===== src/rtl/dma_line_sched.sv =====
// Per-line DMA scheduler: paces ZP and DP DMA against the CPU tick within each line
// and drives the 6502 halt/int/ready controls.
module dma_line_sched #(
    parameter int COL_W         = 8,
    parameter int START_TICKS   = 7,
    parameter int STARTUP_TICKS = 2,
    parameter int ZP_TICK       = 96,
    parameter int KILL_TICK     = 106,
    parameter int FIRST_VIS     = 16,
    parameter int VIS_NTSC      = 243,
    parameter int VIS_PAL       = 293,
    parameter int DLI_LEN       = 2
) (
    input  logic             pclk_0,
    input  logic             reset,
    input  logic             enable,
    input  logic             pal_mode,
    input  logic             line_start,
    input  logic             frame_start,
    input  logic             zp_written,
    input  logic             zp_dma_done,
    input  logic             dp_dma_done,
    input  logic             dp_dli,
    input  logic             deassert_ready,
    output logic             halt_b,
    output logic             int_b,
    output logic             ready,
    output logic             zp_dma_start,
    output logic             dp_dma_start,
    output logic             dp_dma_kill,
    output logic             lram_swap,
    output logic             last_line,
    output logic [8:0]       line_num,
    output logic [COL_W-1:0] tick,
    output logic [2:0]       state_dbg
);

    typedef enum logic [2:0] {
        VWAIT      = 3'd0,
        ZP_STARTUP = 3'd1,
        ZP_DMA     = 3'd2,
        HWAIT      = 3'd3,
        SOL        = 3'd4,
        DP_STARTUP = 3'd5,
        DP_DMA     = 3'd6,
        COOLDOWN   = 3'd7
    } state_e;

    localparam logic [8:0]       LAST_NTSC = 9'(FIRST_VIS + VIS_NTSC - 1);
    localparam logic [8:0]       LAST_PAL  = 9'(FIRST_VIS + VIS_PAL - 1);
    localparam logic [8:0]       ZP_LINE   = 9'(FIRST_VIS - 1);
    localparam logic [COL_W-1:0] ZP_AT     = COL_W'(ZP_TICK);
    localparam logic [COL_W-1:0] KILL_AT   = COL_W'(KILL_TICK);
    localparam logic [7:0]       SOL_CNT   = 8'(START_TICKS);
    localparam logic [7:0]       SU_CNT    = 8'(STARTUP_TICKS);
    localparam logic [7:0]       DLI_CNT   = 8'(DLI_LEN);

    state_e           state_q, state_d;
    logic [7:0]       cnt_q, cnt_d;
    logic [7:0]       int_cnt_q, int_cnt_d;
    logic             halt_q, halt_d;
    logic             dli_q, dli_d;
    logic             killed_q, killed_d;
    logic             zp_start_q, zp_start_d;
    logic             dp_start_q, dp_start_d;
    logic             ready_q, ready_d;
    logic             swap_q;
    logic             pal_q, pal_d;
    logic [COL_W-1:0] tick_q, tick_d;
    logic [8:0]       line_q, line_d;
    logic             kill_w;
    logic             last_w;

    assign kill_w = (state_q == DP_DMA) && (tick_q == KILL_AT);
    assign last_w = (line_q == (pal_q ? LAST_PAL : LAST_NTSC));

    // Line/tick position, PAL latch and ready are independent of the FSM.
    always_comb begin
        tick_d = tick_q;
        if (line_start) begin
            tick_d = '0;
        end else if (tick_q != '1) begin
            tick_d = tick_q + COL_W'(1);
        end

        line_d = line_q;
        if (frame_start) begin
            line_d = '0;
        end else if (line_start && (line_q != 9'h1FF)) begin
            line_d = line_q + 9'd1;
        end

        pal_d = frame_start ? pal_mode : pal_q;

        ready_d = ready_q;
        if (deassert_ready) begin
            ready_d = 1'b0;
        end else if (line_start) begin
            ready_d = 1'b1;
        end
    end

    always_comb begin
        state_d    = state_q;
        cnt_d      = cnt_q;
        halt_d     = halt_q;
        dli_d      = dli_q;
        killed_d   = killed_q;
        zp_start_d = 1'b0;
        dp_start_d = 1'b0;
        int_cnt_d  = (int_cnt_q != 8'd0) ? int_cnt_q - 8'd1 : int_cnt_q;

        // A new frame abandons whatever DMA is in flight.
        if (frame_start) begin
            state_d  = VWAIT;
            halt_d   = 1'b1;
            dli_d    = 1'b0;
            killed_d = 1'b0;
        end else begin
            case (state_q)
                VWAIT: begin
                    if (enable && zp_written && (line_q == ZP_LINE) && (tick_q == ZP_AT)) begin
                        halt_d  = 1'b0;
                        cnt_d   = 8'd1;
                        state_d = ZP_STARTUP;
                    end
                end
                ZP_STARTUP: begin
                    if (cnt_q == SU_CNT) begin
                        zp_start_d = 1'b1;
                        state_d    = ZP_DMA;
                    end else begin
                        cnt_d = cnt_q + 8'd1;
                    end
                end
                ZP_DMA: begin
                    if (zp_dma_done) begin
                        dli_d    = dp_dli;
                        killed_d = 1'b0;
                        state_d  = COOLDOWN;
                    end
                end
                HWAIT: begin
                    if (line_start) begin
                        halt_d = 1'b1;
                        if (last_w) begin
                            state_d = VWAIT;
                        end else if (enable) begin
                            cnt_d   = 8'd1;
                            state_d = SOL;
                        end
                    end
                end
                SOL: begin
                    if (!enable) begin
                        halt_d  = 1'b1;
                        state_d = HWAIT;
                    end else if (cnt_q == SOL_CNT) begin
                        halt_d  = 1'b0;
                        cnt_d   = 8'd1;
                        state_d = DP_STARTUP;
                    end else begin
                        cnt_d = cnt_q + 8'd1;
                    end
                end
                DP_STARTUP: begin
                    if (cnt_q == SU_CNT) begin
                        dp_start_d = 1'b1;
                        state_d    = DP_DMA;
                    end else begin
                        cnt_d = cnt_q + 8'd1;
                    end
                end
                DP_DMA: begin
                    if (dp_dma_done || kill_w) begin
                        dli_d    = dp_dli;
                        killed_d = kill_w;
                        state_d  = COOLDOWN;
                    end
                end
                COOLDOWN: begin
                    // A killed line keeps the CPU halted until the next line_start.
                    if (!killed_q) begin
                        halt_d = 1'b1;
                    end
                    if (dli_q) begin
                        int_cnt_d = DLI_CNT;
                    end
                    state_d = HWAIT;
                end
                default: begin
                    state_d = VWAIT;
                end
            endcase
        end
    end

    always_ff @(posedge pclk_0 or posedge reset) begin
        if (reset) begin
            state_q    <= VWAIT;
            cnt_q      <= 8'd0;
            int_cnt_q  <= 8'd0;
            halt_q     <= 1'b1;
            dli_q      <= 1'b0;
            killed_q   <= 1'b0;
            zp_start_q <= 1'b0;
            dp_start_q <= 1'b0;
            ready_q    <= 1'b1;
            swap_q     <= 1'b0;
            pal_q      <= 1'b0;
            tick_q     <= '0;
            line_q     <= '0;
        end else begin
            state_q    <= state_d;
            cnt_q      <= cnt_d;
            int_cnt_q  <= int_cnt_d;
            halt_q     <= halt_d;
            dli_q      <= dli_d;
            killed_q   <= killed_d;
            zp_start_q <= zp_start_d;
            dp_start_q <= dp_start_d;
            ready_q    <= ready_d;
            swap_q     <= line_start;
            pal_q      <= pal_d;
            tick_q     <= tick_d;
            line_q     <= line_d;
        end
    end

    assign halt_b       = halt_q;
    assign int_b        = (int_cnt_q == 8'd0);
    assign ready        = ready_q;
    assign zp_dma_start = zp_start_q;
    assign dp_dma_start = dp_start_q;
    assign dp_dma_kill  = kill_w;
    assign lram_swap    = swap_q;
    assign last_line    = last_w;
    assign line_num     = line_q;
    assign tick         = tick_q;
    assign state_dbg    = state_q;

endmodule

===== config.mk =====
export PLATFORM = sky130hd
export DESIGN_NAME = dma_line_sched
export DESIGN_NICKNAME = d
export VERILOG_FILES = /design/src/rtl/dma_line_sched.sv
export SDC_FILE = /design/constraint.sdc
export NUM_CORES = 1
export LEC_CHECK = 0
export ABC_AREA = 0
export BUFFER_PORTS_ARGS = -buffer_cell sky130_fd_sc_hd__clkbuf_2
export CORE_MARGIN = 3
export CORE_UTILIZATION = 61
export DETAILED_ROUTE_END_ITERATION = 16
export GPL_TIMING_DRIVEN = 0
export PLACE_DENSITY_LB_ADDON = 0.1
export SETUP_SLACK_MARGIN = 0.15
export SYNTH_ARGS = -nofsm -noshare
export SYNTH_HDL_FRONTEND = slang
export SYNTH_SLANG_ARGS = --single-unit

===== constraint.sdc =====
create_clock -name pclk_0 -period 3.5 [get_ports pclk_0]
set_input_delay 0.35 -clock pclk_0 [delete_from_list [all_inputs] [get_ports pclk_0]]
set_output_delay 0.35 -clock pclk_0 [all_outputs]
set_load 0.03 [all_outputs]

==> results of run 1 <==
==> flip-flops by register name (all words and copies together) (netlist names) <==
name          count
cnt_q             8
dli_q             1
dp_dma_start      1
halt_b            1
int_cnt_q         8
killed_q          1
line_num          9
lram_swap         1
pal_q             1
ready             1
state_dbg         3
tick              8
zp_dma_start      1
==> cells in the mapped netlist (4+ instances only) <==
master | number | area (um2)
sky130_fd_sc_hd__a21oi_1 | 7 | 35.0
sky130_fd_sc_hd__and3_1 | 5 | 31.3
sky130_fd_sc_hd__clkbuf_1 | 7 | 26.3
sky130_fd_sc_hd__dfrtp_1 | 42 | 1050
sky130_fd_sc_hd__ha_1 | 9 | 113
sky130_fd_sc_hd__inv_1 | 11 | 41.3
sky130_fd_sc_hd__mux2i_1 | 5 | 50.1
sky130_fd_sc_hd__nand2_1 | 21 | 78.8
sky130_fd_sc_hd__nand2b_1 | 7 | 43.8
sky130_fd_sc_hd__nand3_1 | 12 | 60.1
sky130_fd_sc_hd__nand4_1 | 5 | 31.3
sky130_fd_sc_hd__nor2_1 | 39 | 146
sky130_fd_sc_hd__nor2b_1 | 7 | 43.8
sky130_fd_sc_hd__nor3_1 | 6 | 30.0
sky130_fd_sc_hd__nor4_1 | 5 | 31.3
sky130_fd_sc_hd__o21ai_0 | 10 | 50.1
sky130_fd_sc_hd__o31ai_1 | 4 | 30.0
sky130_fd_sc_hd__xnor2_1 | 8 | 70.1
sky130_fd_sc_hd__xor2_1 | 8 | 70.1
==> layout by cell type, fill, tap and decap left out, types with 4 or more instances in the layout <==
master / count
sky130_fd_sc_hd__nand4_1: 5
sky130_fd_sc_hd__nand3_1: 12
sky130_fd_sc_hd__a21oi_1: 7
sky130_fd_sc_hd__ha_1: 9
sky130_fd_sc_hd__and3_1: 5
sky130_fd_sc_hd__inv_1: 10
sky130_fd_sc_hd__nand2b_1: 7
sky130_fd_sc_hd__o31ai_1: 4
sky130_fd_sc_hd__dfrtp_1: 42
sky130_fd_sc_hd__nand2_1: 21
sky130_fd_sc_hd__xor2_1: 8
sky130_fd_sc_hd__nor2_1: 39
sky130_fd_sc_hd__o21ai_0: 10
sky130_fd_sc_hd__clkbuf_8: 5
sky130_fd_sc_hd__mux2i_1: 5
sky130_fd_sc_hd__nor3_1: 6
sky130_fd_sc_hd__nor2b_1: 7
sky130_fd_sc_hd__clkbuf_2: 37
sky130_fd_sc_hd__xnor2_1: 8
sky130_fd_sc_hd__clkbuf_1: 9
sky130_fd_sc_hd__nor4_1: 5
==> power by group <==
part	internal, mW	switching (mW)
Clock	0.140	0.162
Combinational	0.0243	0.0472
Sequential	0.516	0.00939
==> stage by stage <==
step                instance area, um2   util  instances
finish                            2820  0.748        362
global route                      2820  0.748        362
CTS                               2820  0.748        362
detailed placement                2730  0.724        353
global placement                  2710  0.719        352
floorplan                         2460      -        267
==> metal layers <==
layer,share of wire,global-route usage,up-vias
met3,0.061,0.0406,12
met2,0.46,0.374,76
met4,0.015,0.0542,0
met1,0.47,0.317,1005
li1,-,-,1037
met5,0,0,-
==> worst paths after layout <==
path,from,endpoint,slack (ps),depth (start not counted)
worst min-delay path,deassert_ready,ready,160,2
min in group asynchronous,reset,pal_q,530,3
worst max register to register,line_num[0],line_num[5],1030,10
worst max-delay path,line_num[0],line_num[5],1030,10
worst min register to register,ready,ready,490,2
max in group asynchronous,reset,halt_b,2450,4
==> cell type report <==
class | instances | area share
Clock buffer | 7 | 0.0271
Inverter | 11 | 0.0146
Sequential cell | 44 | 0.391
Tap cell | 48 | 0.0213
Clock inverter | 1 | 0.00177
Multi-Input combinational cell | 202 | 0.454
Timing Repair Buffer | 39 | 0.0763
Buffer | 10 | 0.0142
==> logic make-up (layout without fill, tap and decap cells) <==
| family | Yosys count | in the layout | share of synthesized area |
|---|---|---|---|
| xor gates and xnor gates | 16 | 16 | 0.0569 |
| adders and majority gates | 9 | 9 | 0.0457 |
| AOI/OAI and AO/OA | 40 | 40 | 0.111 |
| muxes | 7 | 7 | 0.0294 |
| buffers and inverters | 21 | 68 | 0.0330 |
| DFF | 44 | 44 | 0.448 |
| and+or+nand+nor | 130 | 130 | 0.276 |
==> run_summary.xml, run 1 <==
<?xml version="1.0" encoding="UTF-8"?>
<metrics>
  <group name="power_and_ir_drop">
    <metric name="total_power" unit="mW">0.900</metric>
    <metric name="leakage" unit="nW">1.34</metric>
    <metric name="power_per_cell_area" unit="nW/um2">319</metric>
    <metric name="maximum_ir_drop_on_the_vdd_rail" unit="V">0.000252</metric>
  </group>
  <group name="cells_and_area">
    <metric name="antenna-diode-count" unit="">0</metric>
    <metric name="ff_latch_area" unit="um2">1100</metric>
    <metric name="area_delta_synth_final" unit="%">14.5</metric>
    <metric name="final.fill_count" unit="">282</metric>
    <metric name="design.final.nets" unit="">333</metric>
    <metric name="multiInputGateArea" unit="um2">1280</metric>
    <metric name="drive_above_1_share" unit="">0.185</metric>
  </group>
  <group name="floorplan">
    <metric name="row_count" unit="">22</metric>
    <metric name="num_io_pins" unit="">39</metric>
    <metric name="die_height" unit="um">69.6</metric>
    <metric name="initial_utilization" unit="">0.654</metric>
    <metric name="fp.dieW" unit="um">69.6</metric>
    <metric name="floorplan.die_area" unit="um2">4840</metric>
    <metric name="core_area" unit="um2">3770</metric>
  </group>
  <group name="worst_setup_path">
    <metric name="worst-endpoint-required" unit="ps">3660</metric>
    <metric name="crit_start_category" unit="">register</metric>
    <metric name="critical_path.top_delay_family" unit="">simple AND/OR/NAND/NOR gates</metric>
    <metric name="crit_path_max_incr_delay" unit="ps">430</metric>
    <metric name="worst-path-buf-inv" unit="">1</metric>
    <metric name="worst_setup_path_end_kind" unit="">register</metric>
    <metric name="slowest_stage" unit="">sky130_fd_sc_hd__dfrtp_1</metric>
    <metric name="crit_chain" unit="">ha_1 -&gt; and3_1 -&gt; and3_1 -&gt; ha_1 -&gt; nor2b_1 -&gt; clkbuf_1 -&gt; and4_1 -&gt; nand3_1 -&gt; xor2_1 -&gt; nor2_1</metric>
    <metric name="timing.critical_path.fanout_max" unit="">7</metric>
    <metric name="worstSetupPathType" unit="">register to register</metric>
    <metric name="crit_arrival" unit="ps">2640</metric>
  </group>
  <group name="synth">
    <metric name="sequential_area_share_after_synthesis" unit="">0.448</metric>
    <metric name="synth.distinct_cells" unit="">55</metric>
    <metric name="synthArstFlopShare" unit="">1.00</metric>
    <metric name="synthesis.nets" unit="">287</metric>
    <metric name="synth-edff-count" unit="">0</metric>
    <metric name="synthCells" unit="">267</metric>
    <metric name="yosys_warns" unit="">0</metric>
    <metric name="number_of_flip_flops_and_latches_in_the_synthesized_netlist" unit="">44</metric>
    <metric name="synth_area_per_cell" unit="um2">9.23</metric>
    <metric name="synthesis.area" unit="um2">2460</metric>
    <metric name="synthFlopType" unit="">sky130_fd_sc_hd__dfrtp_1</metric>
  </group>
  <group name="sta">
    <metric name="setup_repair_after_global_routing_missed_its_margin" unit="">false</metric>
    <metric name="max-slew-margin-rel" unit="">0.396</metric>
    <metric name="max_freq" unit="GHz">0.404</metric>
    <metric name="timing.final.hold_violations" unit="">0</metric>
    <metric name="fin_skew" unit="ps">3.81</metric>
    <metric name="holdWs" unit="ps">164</metric>
    <metric name="slew_at_the_pin_closest_to_its_max_slew_limit" unit="ps">898</metric>
    <metric name="setup_violators_final" unit="">0</metric>
    <metric name="timing.setup.tns" unit="ps">0</metric>
    <metric name="setup_slack" unit="ps">1030</metric>
    <metric name="report.final.slew_viol_count" unit="">0</metric>
    <metric name="period_share" unit="">0.707</metric>
    <metric name="period_minus_slack" unit="ps">2470</metric>
  </group>
  <group name="routing">
    <metric name="detail_route.vias_per_cell" unit="">5.88</metric>
    <metric name="via_count" unit="">2130</metric>
    <metric name="drt_antenna_net_count" unit="">0</metric>
    <metric name="wl_per_cell" unit="um">14.3</metric>
    <metric name="detail_route.drc_violations" unit="">0</metric>
    <metric name="finalWirelength" unit="mm">5.16</metric>
    <metric name="drtIter0Drc" unit="">181</metric>
    <metric name="drt-pass1-iter-count" unit="">4</metric>
  </group>
  <group name="clocking">
    <metric name="worst_setup_hold_path_clk_slew" unit="ps">80</metric>
    <metric name="ctsRootBufferMaster" unit="">sky130_fd_sc_hd__clkbuf_8</metric>
    <metric name="cts_tree" unit="">built</metric>
    <metric name="cts.repair_timing.setup_buffer_count" unit="">0</metric>
    <metric name="clock_sinks" unit="">44</metric>
    <metric name="cts_made_buffers" unit="">5</metric>
    <metric name="cts_htree_levels" unit="">2</metric>
    <metric name="post_cts.resized_instances" unit="">0</metric>
    <metric name="cts-hold-fix-buffers" unit="">1</metric>
    <metric name="cts-root-to-sink-buffers" unit="">2</metric>
    <metric name="clock_latency" unit="ps">290</metric>
  </group>
  <group name="global_route">
    <metric name="grt_pass1_wl" unit="mm">9.14</metric>
    <metric name="antenna_violations_before_repair" unit="">0</metric>
    <metric name="first_global_vias" unit="">2014</metric>
    <metric name="grt_overflow" unit="">0</metric>
    <metric name="pin_count_of_the_biggest_net_entering_global_routing" unit="">35</metric>
    <metric name="global_route_total_usage_across_every_layer" unit="">0.229</metric>
  </group>
  <group name="min_path">
    <metric name="timing.hold.worst.class" unit="">input port to register</metric>
  </group>
  <group name="placement">
    <metric name="place_congestion" unit="">0.931</metric>
    <metric name="hpwlAfterDp" unit="mm">3.82</metric>
    <metric name="place.port_buffers" unit="">37</metric>
    <metric name="dp_slack" unit="ps">1090</metric>
  </group>
  <group name="outcome">
    <metric name="status" unit="">finished, final reports clean</metric>
  </group>
  <group name="run">
    <metric name="maxCapViolations" unit="">0</metric>
  </group>
</metrics>
Note: power is estimated with default switching activity, not from simulation.
==> run 2: changes to the inputs <==
--- a/config.mk
+++ b/config.mk
@@ -8,7 +8,7 @@
 export ABC_AREA = 0
 export BUFFER_PORTS_ARGS = -buffer_cell sky130_fd_sc_hd__clkbuf_2
 export CORE_MARGIN = 3
-export CORE_UTILIZATION = 61
+export CORE_UTILIZATION = 56
 export DETAILED_ROUTE_END_ITERATION = 16
 export GPL_TIMING_DRIVEN = 0
 export PLACE_DENSITY_LB_ADDON = 0.1
==> constraint.sdc (replaced) <==
create_clock -name pclk_0 -period 2.3 [get_ports pclk_0]
set_input_delay 0.23 -clock pclk_0 [delete_from_list [all_inputs] [get_ports pclk_0]]
set_output_delay 0.23 -clock pclk_0 [all_outputs]
set_load 0.03 [all_outputs]
==> run 2 against run 1 <==
Net effect:
- clock-buffer cell count unchanged
- critical path depth shrank 2
- register-to-register slack got worse by 1000 ps
- critical path type unchanged
- largest cell class unchanged
- combinational power increased by 100%
- clock skew about the same
==> run_summary.xml, run 2 (synthesized netlist as in run 1, its figures left out) <==
<?xml version="1.0" encoding="UTF-8"?>
<metrics>
  <group name="worst_setup_path">
    <metric name="worst-path-buf-inv" unit="">1</metric>
    <metric name="critical_path.top_delay_family" unit="">simple AND/OR/NAND/NOR gates</metric>
    <metric name="crit_path_start" unit="">tick[0]</metric>
    <metric name="critical_path.reg2reg.startpoint" unit="">tick[0]</metric>
    <metric name="worst-endpoint-required" unit="ps">2500</metric>
    <metric name="worstSetupPathType" unit="">register to register</metric>
    <metric name="slowest_stage" unit="">sky130_fd_sc_hd__or4b_4</metric>
    <metric name="worst_setup_path_end_kind" unit="">register</metric>
    <metric name="crit_start_category" unit="">register</metric>
    <metric name="crit_chain" unit="">inv_4 -&gt; ha_4 -&gt; nand3b_1 -&gt; or4_4 -&gt; a32oi_4 -&gt; o311ai_4 -&gt; or4b_4 -&gt; o211a_1</metric>
    <metric name="crit_path_max_incr_delay" unit="ps">530</metric>
    <metric name="timing.critical_path.fanout_max" unit="">3</metric>
    <metric name="crit_arrival" unit="ps">2490</metric>
  </group>
  <group name="placement">
    <metric name="place.port_buffers" unit="">37</metric>
    <metric name="dp_slack" unit="ps">-36.5</metric>
    <metric name="place_congestion" unit="">0.895</metric>
    <metric name="hpwlAfterDp" unit="mm">3.97</metric>
  </group>
  <group name="clocking">
    <metric name="ctsRootBufferMaster" unit="">sky130_fd_sc_hd__clkbuf_8</metric>
    <metric name="cts-root-to-sink-buffers" unit="">2</metric>
    <metric name="cts_made_buffers" unit="">5</metric>
    <metric name="worst_setup_hold_path_clk_slew" unit="ps">80</metric>
    <metric name="cts_htree_levels" unit="">2</metric>
    <metric name="cts_tree" unit="">built</metric>
    <metric name="clock_sinks" unit="">44</metric>
    <metric name="clock_latency" unit="ps">300</metric>
  </group>
  <group name="power_and_ir_drop">
    <metric name="internal-power" unit="mW">1.09</metric>
    <metric name="comb_power_share" unit="">0.099</metric>
    <metric name="p_seq_frac" unit="">0.547</metric>
    <metric name="leakage" unit="nW">1.44</metric>
    <metric name="maximum_ir_drop_on_the_vdd_rail" unit="V">0.000313</metric>
    <metric name="total_switching_power" unit="mW">0.373</metric>
    <metric name="power_per_cell_area" unit="nW/um2">464</metric>
    <metric name="clkPwrFrac" unit="">0.354</metric>
    <metric name="proportion_of_total_power_due_to_net_switching" unit="">0.255</metric>
  </group>
  <group name="sta">
    <metric name="holdWs" unit="ps">38.0</metric>
    <metric name="period_minus_slack" unit="ps">2290</metric>
    <metric name="max_freq" unit="GHz">0.437</metric>
    <metric name="timing.setup.tns" unit="ps">0</metric>
    <metric name="period_share" unit="">0.995</metric>
    <metric name="setup_violators_final" unit="">0</metric>
    <metric name="report.final.slew_viol_count" unit="">0</metric>
    <metric name="setup_slack" unit="ps">12.0</metric>
    <metric name="fin_skew" unit="ps">4.11</metric>
    <metric name="slew_at_the_pin_closest_to_its_max_slew_limit" unit="ps">676</metric>
    <metric name="max-slew-margin-rel" unit="">0.545</metric>
    <metric name="timing.final.hold_violations" unit="">0</metric>
    <metric name="setup_repair_after_global_routing_missed_its_margin" unit="">true</metric>
  </group>
  <group name="cells_and_area">
    <metric name="design.final.nets" unit="">346</metric>
    <metric name="mostFrequentLayoutCell" unit="">sky130_fd_sc_hd__clkbuf_2</metric>
    <metric name="largest_reg_flops" unit="">9</metric>
    <metric name="antenna-diode-count" unit="">0</metric>
    <metric name="drive_above_1_share" unit="">0.324</metric>
    <metric name="layout.cells.most_common_list" unit="">38 x sky130_fd_sc_hd__clkbuf_2, 37 x sky130_fd_sc_hd__nor2_1, 35 x sky130_fd_sc_hd__dfrtp_1, 21 x sky130_fd_sc_hd__nand2_1, 13 x sky130_fd_sc_hd__buf_4</metric>
    <metric name="area_delta_synth_final" unit="%">27.7</metric>
  </group>
  <group name="floorplan">
    <metric name="die_height" unit="um">72.3</metric>
    <metric name="num_io_pins" unit="">39</metric>
    <metric name="fp.dieW" unit="um">72.3</metric>
    <metric name="initial_utilization" unit="">0.599</metric>
    <metric name="row_count" unit="">23</metric>
    <metric name="core_area" unit="um2">4120</metric>
    <metric name="floorplan.die_area" unit="um2">5230</metric>
  </group>
  <group name="global_route">
    <metric name="grt_pass1_wl" unit="mm">10.1</metric>
    <metric name="global_route_total_usage_across_every_layer" unit="">0.245</metric>
    <metric name="antenna_violations_before_repair" unit="">0</metric>
    <metric name="first_global_vias" unit="">2082</metric>
    <metric name="pin_count_of_the_biggest_net_entering_global_routing" unit="">29</metric>
    <metric name="grt_overflow" unit="">0</metric>
  </group>
  <group name="routing">
    <metric name="detail_route.vias_per_cell" unit="">5.91</metric>
    <metric name="drt_antenna_net_count" unit="">0</metric>
    <metric name="drt-pass1-iter-count" unit="">4</metric>
    <metric name="finalWirelength" unit="mm">6.18</metric>
    <metric name="wl_per_cell" unit="um">16.4</metric>
    <metric name="via_count" unit="">2228</metric>
    <metric name="drtIter0Drc" unit="">245</metric>
    <metric name="detail_route.drc_violations" unit="">0</metric>
  </group>
  <group name="run">
    <metric name="maxCapViolations" unit="">0</metric>
  </group>
  <group name="outcome">
    <metric name="status" unit="">finished, final reports clean</metric>
  </group>
  <group name="min_path">
    <metric name="timing.hold.worst.class" unit="">input port to register</metric>
    <metric name="worstHoldStart" unit="">deassert_ready</metric>
  </group>
</metrics>
## run 2: changes by cell type in the layout (fill, tap and decap cells not counted), sizes merged
cell      change
buf          +14
clkinv        -1
clkbuf        -1
clkinvlp      +1
## run 2: timing repair
action                                  4_1_cts  5_1_grt
endpoints found under the setup margin       15       17
gates resized for setup                      24       24
setup buffers                                 6        6
pin swaps                                    10        9
gates cloned                                  1        0
hold buffers                                  1        0
endpoints found under the hold margin        16        0
## run 2: layout make-up
| type | instances | area [um2] |
|---|---|---|
| Multi-Input combinational cell | 202 | 1460 |
| Sequential cell | 44 | 1110 |
| Buffer | 10 | 56.3 |
| Inverter | 11 | 43.8 |
| Clock inverter | 1 | 7.51 |
| Fill cell | 294 | 968 |
| Clock buffer | 7 | 86.3 |
| Tap cell | 50 | 62.6 |
| Timing Repair Buffer | 52 | 323 |
## run 2: path summary, 6_finish.rpt
kind,endpoint,slack (ps),depth (start not counted)
max reg2reg,state_dbg[2],10,8
max in group asynchronous,halt_b,1300,4
min in group asynchronous,int_cnt_q[0],450,3
min,ready,40,2
min reg2reg,ready,490,2
max,state_dbg[2],10,8
## run 2: worst reg2reg max path, cell delays in order, from the launching register on
cell and delay [ps]:
sky130_fd_sc_hd__dfrtp_2 430, sky130_fd_sc_hd__inv_4 80, sky130_fd_sc_hd__ha_4 120, sky130_fd_sc_hd__nand3b_1 60, sky130_fd_sc_hd__or4_4 460, sky130_fd_sc_hd__a32oi_4 210, sky130_fd_sc_hd__o311ai_4 150, sky130_fd_sc_hd__or4b_4 530
sky130_fd_sc_hd__o211a_1 140
## run 2: power groups by stage
stage	clock network [mW]	registers (mW)	logic (mW)
after detailed placement	0	0.817	0.112
after global routing	0.558	0.800	0.160
after global placement	0	0.816	0.104
after floorplan	0	0.834	0.0508
final	0.517	0.799	0.145
after CTS	0.523	0.797	0.137
## run 2: through the flow
step	power, mW	instances	area [um2]	util
global route	1.52	377	3150	0.765
finish	1.46	377	3150	0.765
floorplan	0.885	267	2500	-
detailed placement	0.928	355	2770	0.672
CTS	1.46	371	3010	0.732
global placement	0.921	354	2750	0.667
## run 2: layer usage
| layer | global-route usage | vias to the layer above | share of wire |
|---|---|---|---|
| li1 | - | 1062 | - |
| met1 | 0.345 | 1073 | 0.44 |
| met2 | 0.380 | 83 | 0.49 |
| met3 | 0.0402 | 10 | 0.049 |
| met4 | 0.0919 | 0 | 0.018 |
| met5 | 0 | - | 0 |
==> run 3: changes to the inputs <==
--- a/config.mk
+++ b/config.mk
@@ -8,7 +8,7 @@
 export ABC_AREA = 0
 export BUFFER_PORTS_ARGS = -buffer_cell sky130_fd_sc_hd__clkbuf_2
 export CORE_MARGIN = 3
-export CORE_UTILIZATION = 56
+export CORE_UTILIZATION = 54
 export DETAILED_ROUTE_END_ITERATION = 16
 export GPL_TIMING_DRIVEN = 0
 export PLACE_DENSITY_LB_ADDON = 0.1
==> run 3 against run 2 <==
Net effect:
- sequential power hardly changed
- wire length is 7.0% lower
- sequential share of layout area hardly changed
- utilization is 1.5 points lower
- die area is 3.4% higher
- final area hardly changed
- largest cell class unchanged
- final cell count is 0.53% lower
- combinational power is 5% lower
- first-iteration DRC count is 18% lower
- flip-flop and latch count stayed put
- clock-buffer cell count is 1 lower
- critical endpoint unchanged
==> run_summary.xml, run 3 (synthesized netlist as in run 1, its figures left out) <==
<?xml version="1.0" encoding="UTF-8"?>
<metrics>
  <group name="worst_setup_path">
    <metric name="critical_path.reg2reg.startpoint" unit="">tick[0]</metric>
    <metric name="timing.critical_path.fanout_max" unit="">3</metric>
    <metric name="ff2ff_path_depth" unit="">8</metric>
    <metric name="worstSetupPathType" unit="">register to register</metric>
    <metric name="crit_arrival" unit="ps">2480</metric>
    <metric name="worst-path-buf-inv" unit="">1</metric>
    <metric name="slowest_stage" unit="">sky130_fd_sc_hd__or4b_4</metric>
    <metric name="critical_path.top_delay_family" unit="">simple AND/OR/NAND/NOR gates</metric>
    <metric name="worst_r2r_endpoint" unit="">state_dbg[2]</metric>
    <metric name="crit_path_max_incr_delay" unit="ps">510</metric>
    <metric name="worst-endpoint-required" unit="ps">2490</metric>
    <metric name="crit_chain" unit="">inv_4 -&gt; ha_4 -&gt; nand3b_1 -&gt; or4_4 -&gt; a32oi_4 -&gt; o311ai_4 -&gt; or4b_4 -&gt; o211a_1</metric>
    <metric name="setup.reg_to_reg.worst_slack" unit="ps">20</metric>
    <metric name="crit_start_category" unit="">register</metric>
    <metric name="worst_setup_path_end_kind" unit="">register</metric>
  </group>
  <group name="routing">
    <metric name="drtIter0Drc" unit="">200</metric>
    <metric name="via_count" unit="">2189</metric>
    <metric name="finalWirelength" unit="mm">5.75</metric>
    <metric name="drt-pass1-iter-count" unit="">4</metric>
    <metric name="detail_route.drc_violations" unit="">0</metric>
    <metric name="drt_antenna_net_count" unit="">0</metric>
    <metric name="detail_route.vias_per_cell" unit="">5.84</metric>
    <metric name="wl_per_cell" unit="um">15.3</metric>
  </group>
  <group name="clocking">
    <metric name="cts_made_buffers" unit="">5</metric>
    <metric name="clock_latency" unit="ps">300</metric>
    <metric name="cts_htree_levels" unit="">2</metric>
    <metric name="ctsRootBufferMaster" unit="">sky130_fd_sc_hd__clkbuf_8</metric>
    <metric name="cts_tree" unit="">built</metric>
    <metric name="clock_sinks" unit="">44</metric>
    <metric name="cts-root-to-sink-buffers" unit="">2</metric>
    <metric name="worst_setup_hold_path_clk_slew" unit="ps">90</metric>
  </group>
  <group name="floorplan">
    <metric name="core_area" unit="um2">4200</metric>
    <metric name="num_io_pins" unit="">39</metric>
    <metric name="row_count" unit="">23</metric>
    <metric name="fp.dieW" unit="um">73.6</metric>
    <metric name="floorplan.die_area" unit="um2">5410</metric>
    <metric name="initial_utilization" unit="">0.587</metric>
    <metric name="die_height" unit="um">73.6</metric>
  </group>
  <group name="cells_and_area">
    <metric name="final.fill_count" unit="">312</metric>
    <metric name="area_delta_synth_final" unit="%">27.7</metric>
    <metric name="layout.cells.most_common_list" unit="">39 x sky130_fd_sc_hd__nor2_1, 38 x sky130_fd_sc_hd__clkbuf_2, 35 x sky130_fd_sc_hd__dfrtp_1, 20 x sky130_fd_sc_hd__nand2_1, 11 x sky130_fd_sc_hd__nand3_1</metric>
    <metric name="multiInputGateArea" unit="um2">1470</metric>
    <metric name="ff_latch_area" unit="um2">1110</metric>
    <metric name="fin_cells" unit="">375</metric>
    <metric name="largest_reg_flops" unit="">9</metric>
    <metric name="mostFrequentLayoutCell" unit="">sky130_fd_sc_hd__nor2_1</metric>
    <metric name="drive_above_1_share" unit="">0.329</metric>
    <metric name="antenna-diode-count" unit="">0</metric>
    <metric name="design.final.nets" unit="">344</metric>
  </group>
  <group name="min_path">
    <metric name="min_delay_worst_endpoint" unit="">ready</metric>
    <metric name="timing.hold.worst.class" unit="">input port to register</metric>
    <metric name="min_delay_path_depth" unit="">2</metric>
    <metric name="worstHoldStart" unit="">deassert_ready</metric>
  </group>
  <group name="run">
    <metric name="maxCapViolations" unit="">0</metric>
  </group>
  <group name="sta">
    <metric name="slew_at_the_pin_closest_to_its_max_slew_limit" unit="ps">563</metric>
    <metric name="timing.final.hold_violations" unit="">0</metric>
    <metric name="period_share" unit="">0.993</metric>
    <metric name="report.final.slew_viol_count" unit="">0</metric>
    <metric name="setup_repair_after_global_routing_missed_its_margin" unit="">true</metric>
    <metric name="setup_slack" unit="ps">16.0</metric>
    <metric name="max_freq" unit="GHz">0.438</metric>
    <metric name="fin_skew" unit="ps">7.22</metric>
    <metric name="period_minus_slack" unit="ps">2280</metric>
    <metric name="setup_violators_final" unit="">0</metric>
    <metric name="max-slew-margin-rel" unit="">0.621</metric>
  </group>
  <group name="placement">
    <metric name="place.port_buffers" unit="">37</metric>
    <metric name="hpwlAfterDp" unit="mm">3.86</metric>
    <metric name="placed_cells" unit="">355</metric>
    <metric name="place_congestion" unit="">0.935</metric>
    <metric name="dp_slack" unit="ps">28.0</metric>
  </group>
  <group name="power_and_ir_drop">
    <metric name="maximum_ir_drop_on_the_vdd_rail" unit="V">0.000393</metric>
    <metric name="power_per_cell_area" unit="nW/um2">458</metric>
    <metric name="leakage" unit="nW">1.45</metric>
  </group>
  <group name="global_route">
    <metric name="grt_pass1_wl" unit="mm">9.40</metric>
    <metric name="grt_overflow" unit="">0</metric>
    <metric name="pin_count_of_the_biggest_net_entering_global_routing" unit="">30</metric>
    <metric name="first_global_vias" unit="">2000</metric>
    <metric name="antenna_violations_before_repair" unit="">0</metric>
    <metric name="global_route_total_usage_across_every_layer" unit="">0.223</metric>
  </group>
  <group name="outcome">
    <metric name="status" unit="">finished, final reports clean</metric>
  </group>
</metrics>
## run 3: changes by cell type in the layout (fill, tap and decap cells not counted), sizes merged
cell and delta:
clkinvlp -1, buf -2, clkinv +2, clkbuf -1
## run 3: layout make-up
| class | instances | share of cell area |
|---|---|---|
| Inverter | 11 | 0.0139 |
| Multi-Input combinational cell | 202 | 0.467 |
| Clock inverter | 2 | 0.00318 |
| Timing Repair Buffer | 50 | 0.0978 |
| Sequential cell | 44 | 0.353 |
| Clock buffer | 6 | 0.0262 |
| Buffer | 10 | 0.0183 |
| Tap cell | 50 | 0.0199 |
## run 3: worst max-delay path by stage
stage	endpoint	slack [ps]	depth (start not counted)	startpoint
after detailed placement	cnt_q[6]	30	8	tick[1]
after floorplan	state_dbg[2]	50	8	tick[0]
after global placement	state_dbg[2]	40	8	tick[0]
after global routing	state_dbg[2]	-30	8	tick[0]
final	state_dbg[2]	20	8	tick[0]
after CTS	state_dbg[2]	80	8	tick[0]
## run 3: stage by stage
step | setup TNS (ps) | total power, mW | area [um2] | utilization | hold WS [ps]
2_1_floorplan | 0 | 0.885 | 2500 | - | 261
3_3_place_gp | 0 | 0.921 | 2750 | 0.654 | 348
3_5_place_dp | 0 | 0.927 | 2770 | 0.658 | 207
4_1_cts | 0 | 1.44 | 2970 | 0.707 | 36.1
5_1_grt | -65.4 | 1.51 | 3150 | 0.749 | 40.6
6_report | 0 | 1.44 | 3150 | 0.749 | 39.5
## run 3: power breakdown
group | internal, mW | switching (mW)
combinational | 0.0556 | 0.0825
clock | 0.240 | 0.266
sequential | 0.787 | 0.0119
## run 3: timing repair
| action | CTS | global route |
|---|---|---|
| hold endpoints to repair | 15 | 0 |
| gates resized for setup | 14 | 39 |
| gates cloned | 1 | 0 |
| pin swaps | 8 | 10 |
| hold buffers | 1 | 0 |
| endpoints found under the setup margin | 13 | 15 |
| setup buffers | 5 | 5 |
## run 3: layer usage
metal | up-vias | track usage | wire, um
li1 | 1060 | - | -
met1 | 1056 | 0.326 | 2700
met2 | 68 | 0.338 | 2630
met3 | 5 | 0.0451 | 360
met4 | 0 | 0.0584 | 55
met5 | - | 0 | 0
## run 3: worst register-to-register path, cell delays in order (launching register included)
cell	delay, ps
sky130_fd_sc_hd__dfrtp_2	430
sky130_fd_sc_hd__inv_4	70
sky130_fd_sc_hd__ha_4	120
sky130_fd_sc_hd__nand3b_1	70
sky130_fd_sc_hd__or4_4	470
sky130_fd_sc_hd__a32oi_4	230
sky130_fd_sc_hd__o311ai_4	140
sky130_fd_sc_hd__or4b_4	510
sky130_fd_sc_hd__o211a_1	150
